File: src/rtl/debug_host.sv
// Host-side debug link initiator: streams a ROM program to the target, starts it and collects the dump.
// One UART byte in flight at a time (next byte only after i_tx_done); response words pulse one cycle after their 4th byte.
module debug_host #(
  parameter int NB_DATA        = 32,
  parameter int N_BITS         = 8,
  parameter int NB_ADDR        = 8,
  parameter int N_REGS         = 32,
  parameter int N_MEM_WORDS    = 32,
  parameter int NB_INDEX       = 7,
  parameter int NB_TIMEOUT     = 24,
  parameter int TIMEOUT_CYCLES = 1000000,
  parameter int NB_STATE       = 10
) (
  input  logic                i_clock,
  input  logic                i_reset,
  input  logic                i_start,
  input  logic                i_step_mode,
  input  logic [NB_ADDR-1:0]  i_prog_len,
  output logic [NB_ADDR-1:0]  o_prog_addr,
  input  logic [NB_DATA-1:0]  i_prog_data,
  output logic [N_BITS-1:0]   o_tx_data,
  output logic                o_tx_start,
  input  logic                i_tx_done,
  input  logic [N_BITS-1:0]   i_rx_data,
  input  logic                i_rx_done,
  output logic [NB_DATA-1:0]  o_resp_word,
  output logic [NB_INDEX-1:0] o_resp_index,
  output logic                o_resp_valid,
  output logic [N_BITS-1:0]   o_status,
  output logic                o_busy,
  output logic                o_done,
  output logic                o_error,
  output logic [NB_STATE-1:0] o_state
);

  localparam int BYTES       = NB_DATA / N_BITS;
  localparam int BC_W        = (BYTES > 1) ? $clog2(BYTES) : 1;
  localparam int FRAME_WORDS = 1 + N_REGS + N_MEM_WORDS;

  localparam logic [N_BITS-1:0] CMD_LOAD = N_BITS'(8'h01);
  localparam logic [N_BITS-1:0] CMD_RUN  = N_BITS'(8'h02);
  localparam logic [N_BITS-1:0] CMD_STEP = N_BITS'(8'h03);
  localparam logic [N_BITS-1:0] ST_RUN   = N_BITS'(8'h00);
  localparam logic [N_BITS-1:0] ST_HALT  = N_BITS'(8'hFF);

  typedef enum logic [NB_STATE-1:0] {
    IDLE       = NB_STATE'(1),
    SEND_LOAD  = NB_STATE'(2),
    SEND_LEN   = NB_STATE'(4),
    FETCH      = NB_STATE'(8),
    SEND_INSTR = NB_STATE'(16),
    SEND_EXEC  = NB_STATE'(32),
    RX_STATUS  = NB_STATE'(64),
    RX_WORD    = NB_STATE'(128),
    DONE       = NB_STATE'(256),
    ERROR      = NB_STATE'(512)
  } state_t;

  state_t                     state;
  logic                       tx_wait;
  logic                       fetch_ph;
  logic                       step_q;
  logic [NB_ADDR-1:0]         len_q;
  logic [NB_ADDR-1:0]         instr_cnt;
  logic [NB_DATA-1:0]         instr_sh;
  logic [NB_DATA-N_BITS-1:0]  word_sh;
  logic [BC_W-1:0]            byte_cnt;
  logic [NB_INDEX-1:0]        word_idx;
  logic [NB_TIMEOUT-1:0]      wd_cnt;

  logic [NB_ADDR-1:0]         instr_inc;
  logic [NB_DATA-1:0]         word_next;
  logic                       waiting;
  logic                       timeout;

  assign instr_inc = instr_cnt + 1'b1;
  assign word_next = {word_sh, i_rx_data};
  assign waiting   = tx_wait || (state == RX_STATUS) || (state == RX_WORD);
  assign timeout   = waiting && !i_tx_done && !i_rx_done &&
                     (wd_cnt == NB_TIMEOUT'(TIMEOUT_CYCLES - 1));

  assign o_state = state;
  assign o_done  = (state == DONE);
  assign o_error = (state == ERROR);
  assign o_busy  = !((state == IDLE) || (state == DONE) || (state == ERROR));

  always_ff @(posedge i_clock) begin
    if (i_reset) begin
      state        <= IDLE;
      tx_wait      <= 1'b0;
      fetch_ph     <= 1'b0;
      step_q       <= 1'b0;
      len_q        <= '0;
      instr_cnt    <= '0;
      instr_sh     <= '0;
      word_sh      <= '0;
      byte_cnt     <= '0;
      word_idx     <= '0;
      wd_cnt       <= '0;
      o_prog_addr  <= '0;
      o_tx_data    <= '0;
      o_tx_start   <= 1'b0;
      o_resp_word  <= '0;
      o_resp_index <= '0;
      o_resp_valid <= 1'b0;
      o_status     <= '0;
    end else begin
      o_tx_start   <= 1'b0;
      o_resp_valid <= 1'b0;

      // Any handshake event or non-waiting cycle restarts the watchdog, which also covers state changes.
      if (!waiting || i_tx_done || i_rx_done)
        wd_cnt <= '0;
      else
        wd_cnt <= wd_cnt + 1'b1;

      if (timeout) begin
        state   <= ERROR;
        tx_wait <= 1'b0;
      end else begin
        case (state)
          IDLE, DONE, ERROR: begin
            if (i_start) begin
              state       <= SEND_LOAD;
              step_q      <= i_step_mode;
              len_q       <= i_prog_len;
              instr_cnt   <= '0;
              word_idx    <= '0;
              byte_cnt    <= '0;
              tx_wait     <= 1'b0;
              fetch_ph    <= 1'b0;
              o_prog_addr <= '0;
            end
          end

          SEND_LOAD: begin
            if (!tx_wait) begin
              o_tx_start <= 1'b1;
              o_tx_data  <= CMD_LOAD;
              tx_wait    <= 1'b1;
            end else if (i_tx_done) begin
              tx_wait <= 1'b0;
              state   <= SEND_LEN;
            end
          end

          SEND_LEN: begin
            if (!tx_wait) begin
              o_tx_start <= 1'b1;
              o_tx_data  <= N_BITS'(len_q);
              tx_wait    <= 1'b1;
            end else if (i_tx_done) begin
              tx_wait <= 1'b0;
              if (len_q == '0) begin
                state <= SEND_EXEC;
              end else begin
                state       <= FETCH;
                fetch_ph    <= 1'b0;
                o_prog_addr <= instr_cnt;
              end
            end
          end

          // Address is registered on entry; the synchronous ROM answers one cycle later.
          FETCH: begin
            if (!fetch_ph) begin
              fetch_ph <= 1'b1;
            end else begin
              fetch_ph <= 1'b0;
              instr_sh <= i_prog_data;
              byte_cnt <= '0;
              state    <= SEND_INSTR;
            end
          end

          SEND_INSTR: begin
            if (!tx_wait) begin
              o_tx_start <= 1'b1;
              o_tx_data  <= instr_sh[NB_DATA-1 -: N_BITS];
              instr_sh   <= instr_sh << N_BITS;
              tx_wait    <= 1'b1;
            end else if (i_tx_done) begin
              tx_wait <= 1'b0;
              if (byte_cnt == BC_W'(BYTES - 1)) begin
                byte_cnt  <= '0;
                instr_cnt <= instr_inc;
                if (instr_inc == len_q) begin
                  state <= SEND_EXEC;
                end else begin
                  state       <= FETCH;
                  fetch_ph    <= 1'b0;
                  o_prog_addr <= instr_inc;
                end
              end else begin
                byte_cnt <= byte_cnt + 1'b1;
              end
            end
          end

          SEND_EXEC: begin
            if (!tx_wait) begin
              o_tx_start <= 1'b1;
              o_tx_data  <= step_q ? CMD_STEP : CMD_RUN;
              tx_wait    <= 1'b1;
            end else if (i_tx_done) begin
              tx_wait  <= 1'b0;
              word_idx <= '0;
              byte_cnt <= '0;
              state    <= RX_STATUS;
            end
          end

          RX_STATUS: begin
            if (i_rx_done) begin
              o_status <= i_rx_data;
              if ((i_rx_data == ST_RUN) || (i_rx_data == ST_HALT))
                state <= RX_WORD;
              else
                state <= ERROR;
            end
          end

          RX_WORD: begin
            if (i_rx_done) begin
              word_sh <= word_next[NB_DATA-N_BITS-1:0];
              if (byte_cnt == BC_W'(BYTES - 1)) begin
                byte_cnt     <= '0;
                o_resp_word  <= word_next;
                o_resp_valid <= 1'b1;
                o_resp_index <= word_idx;
                word_idx     <= word_idx + 1'b1;
                if (word_idx == NB_INDEX'(FRAME_WORDS - 1)) begin
                  if (o_status == ST_HALT)
                    state <= DONE;
                  else if (step_q)
                    state <= SEND_EXEC;
                  else
                    state <= ERROR;
                end
              end else begin
                byte_cnt <= byte_cnt + 1'b1;
              end
            end
          end

          default: state <= IDLE;
        endcase
      end
    end
  end

endmodule

File: config.mk
export PLATFORM = sky130hd
export DESIGN_NAME = debug_host
export DESIGN_NICKNAME = d
export VERILOG_FILES = /design/src/rtl/debug_host.sv
export SDC_FILE = /design/constraint.sdc
export NUM_CORES = 1
export LEC_CHECK = 0
export CAP_MARGIN = 20
export CORE_MARGIN = 2
export CORE_UTILIZATION = 58
export CTS_BUF_LIST = sky130_fd_sc_hd__clkbuf_8 sky130_fd_sc_hd__clkbuf_16
export DETAILED_ROUTE_END_ITERATION = 8
export PLACE_DENSITY_LB_ADDON = 0.05
export RECOVER_POWER = 25
export SYNTH_ARGS = -nofsm -noshare
export SYNTH_HDL_FRONTEND = slang
export SYNTH_SLANG_ARGS = --single-unit
File: constraint.sdc
create_clock -name i_clock -period 3.9 [get_ports i_clock]
set_clock_uncertainty 0.15 [all_clocks]
set_input_delay 0.975 -clock i_clock [delete_from_list [all_inputs] [get_ports i_clock]]
set_output_delay 0.975 -clock i_clock [all_outputs]
set_load 0.05 [all_outputs]
==> impl_results.md <==
* Status: completed
* Synth async-reset ratio at 0
* Final worst slack at approximately 0.21 ns
* End-of-flow core utilization at 0.740
* First-pass GRT wire length at 32200 microns
* Setup violators final at 0
* Pre-CTS WS at 0.387 ns
* Register area share after synthesis at 0.454
* Via-to-Cell Ratio at slightly below 6
* Htree depth at 4
* GRT overflow at 0
* WP buf/inv at 2
* First-pass DRT Iterations at 5
* Mapped Avg Cell Area at between 8 and 9 sq um
* Met3 GRT Util at 0.0632
* Die W at between 100 and 150 microns
* Commonest non-fill, non-tap cells in the layout: 183 x dfxtp_1, 161 x nand2_1, 127 x clkdlybuf4s50_1, 118 x nor2_1, 88 x a21oi_1
* Least-Margin Pin Slew at 0.987 ns
* Max FO, Critical Path at 8
* Clock Pin Slew Worst Setup and Hold Paths at 0.07 ns
* Initial antenna violation count at 0
* Top FF cell, synth: dfxtp_1
* Initial DRC count at about 730
* Clock latency at the later pin of the worst-skew pair at 0.43 ns
* CP peak stage delay at about 0.57 ns
* Syn nets at 1018
* Pwr dens at 407 nW/um^2
* Quantity of hold-fixing buffers added after cts at 0
* Num CTS Buffers at 17
* Dpl hpwl at 13900 microns
* Die height at 122 microns
* Final Wtd Congestion at 0.944
* Largest net degree at the start of global routing at 120
* Multi-input combinational cell area at between 4000 and 5000 sq um
* Total GRT Usage at 0.271
* Slew HR at 0.342
* DRC Markers at 0
* CTS max path bufs at 2
* Initial Utilization at 0.588
* Max-cap violations at 0
* CP endpoint kind: output pin
* Final WL at 19900 microns
* Yosys warnings at 0
* Power Total at between 4 and 5 mW
* Filler cells at between 1000 and 1500
* FP Rows at 43
* CTS tree: built
* Worst path cell trace: or4_1 > or4_4 > nor2_4 > inv_1 > dlygate4sd2_1
* Worst hold margin at 0.303 ns
* Peak VDD IR at 0.354 mV
* Post-synthesis cell count at 959
* Netlist cell types at between 50 and 60
* Layout cells sized above 1 at 0.0713
* Num ports at ~130
* Vias in the first global route at roughly 6400
* Layout area overhead at 25.9%
* Required @ worst endpoint at 2.77 ns
* Post-synth EDFFs at 0
* CTS sink count at 183
* Final critical-path share of the clock period at 0.946
* CTS root buffer: clkbuf_16
* ANT cells at 0
* Time the worst path needs with I/O delays and setup at about 3.7 ns
* M2 GR Usage at 0.414
* Met1 GRT Util at 0.375
* Hold Crit Class: reg2reg
* Kind of critical path: reg2out
* FF/Latch Area at 3660 sq um
* Startpoint types: flop
* RSZ-0062 raised after global routing: false
* Max Slew Vio Count at 0
* Final Hold Fails at 0
* Arr. time, crit path at between 2 and 3 ns
* Die area at 14900 sq um
* Antenna-violating nets left at 0
* Fin nets at 1126
* Post-Syn Area at 8060 sq um
* Total core area at 13700 sq um
* TNS Setup at 0 ns
* Commonest non-fill, non-tap cell in the layout: dfxtp_1
* LEAKAGE at 3.59 nW
* Most Crowded Layer GR: met2
* Top cell family by delay on the critical path: simple AND/OR/NAND/NOR gates
* Seq cells post-synth at approximately 180
* Via count at 7295
* Max Freq at about 0.27 GHz
* Routed WL per cell at 15.8 microns
* PortBufs at approximately 130
* Slowest CP cell: or4_1
[logic make-up (layout without fill, tap and decap cells)]
logic type,after synthesis,in the layout,share of synthesized area
buffers and inverters,74,195,0.0363
AND/OR/NAND/NOR,422,422,0.243
adder cells (fa/ha/maj),5,5,0.00776
AO/OA/AOI/OAI,191,191,0.159
flip-flops,183,183,0.454
XOR/XNOR,38,38,0.0413
multiplexers,46,46,0.0585
[flip-flops by register name, summed over array words and instances (netlist names)]
name / count
o_resp_word: 32
o_tx_start: 1
instr_sh: 32
step_q: 1
tx_wait: 1
len_q: 8
instr_cnt: 8
o_state: 10
o_prog_addr: 8
o_status: 8
word_sh: 24
wd_cnt: 24
o_resp_index: 7
o_tx_data: 8
fetch_ph: 1
o_resp_valid: 1
byte_cnt: 2
word_idx: 7
[power breakdown]
group	total [mW]	switching [mW]	leakage, nW	internal (mW)
registers	1.93	0.0363	1.48	1.90
clock network	1.70	0.834	0.293	0.868
logic	0.495	0.294	1.82	0.201
total	4.13	1.16	3.59	2.96
[worst reg2reg max path, delay by kind of cell (launching register included)]
family,cells,cell delay (ns)
and+or+nand+nor,5,1.42
buffers and inverters,3,1.31
DFF,1,0.33
AOI/OAI and AO/OA,1,0.15
[layer usage]
metal | routed length (microns) | share of wire
met1 | 9140 | 0.46
met2 | 9040 | 0.45
met3 | 1360 | 0.068
met4 | 389 | 0.020
met5 | 0 | 0
[final cells by class]
cell class,count,area share
Inverter,8,0.00296
Clock inverter,15,0.0174
Multi-Input combinational cell,702,0.407
Tap cell,180,0.0222
Timing Repair Buffer,155,0.148
Clock buffer,17,0.0419
Sequential cell,183,0.361
[path summary, 6_finish.rpt]
| path | to | slack, ns | depth (start not counted) | start |
|---|---|---|---|---|
| worst max register to register | word_sh[3] | 0.49 | 9 | o_state[4] |
| worst min register to register | o_resp_word[29] | 0.30 | 2 | word_sh[21] |
| worst min-delay path | o_resp_word[29] | 0.30 | 2 | word_sh[21] |
| worst max-delay path | o_busy | 0.21 | 5 | o_state[1] |
[synth_stat cells, types with 3 or more instances]
cell type,instances,area (sq um)
and4_1,3,26.3
a31oi_1,3,18.8
a2111oi_2,4,60.1
nand3_1,30,150
a21oi_1,89,445
mux2i_1,43,430
a22oi_1,8,60.1
a311oi_1,7,61.3
and2_1,6,37.5
xor2_1,21,184
nor4b_1,6,52.6
o21ai_2,3,26.3
a22o_1,8,70.1
and3_1,12,75.1
nor2_1,118,443
nand4b_1,5,43.8
a221oi_1,4,35.0
dfxtp_1,183,3660
inv_1,8,30.0
buf_2,12,60.1
nor3_1,16,80.1
ha_1,5,62.6
xnor2_1,17,149
a311o_1,7,70.1
nand4_1,18,113
nand2_1,161,604
o21ai_0,7,35.0
nor4_1,13,81.3
nor2b_1,4,25.0
or4_1,4,30.0
nand2b_1,14,87.6
a211oi_1,33,248
clkbuf_1,52,195
or3_1,3,18.8
[metrics by stage]
stage / cell area (sq um) / instances
2_1_floorplan: 8080 / 959
3_3_place_gp: 9570 / 1228
3_5_place_dp: 9570 / 1228
4_1_cts: 10200 / 1260
5_1_grt: 10200 / 1260
6_report: 10200 / 1260
[what timing repair did]
item,in CTS,in global routing
setup endpoints to repair,1,0
resized for setup,1,0
buffers inserted,0,0
Power figures use the tool's default switching activity.
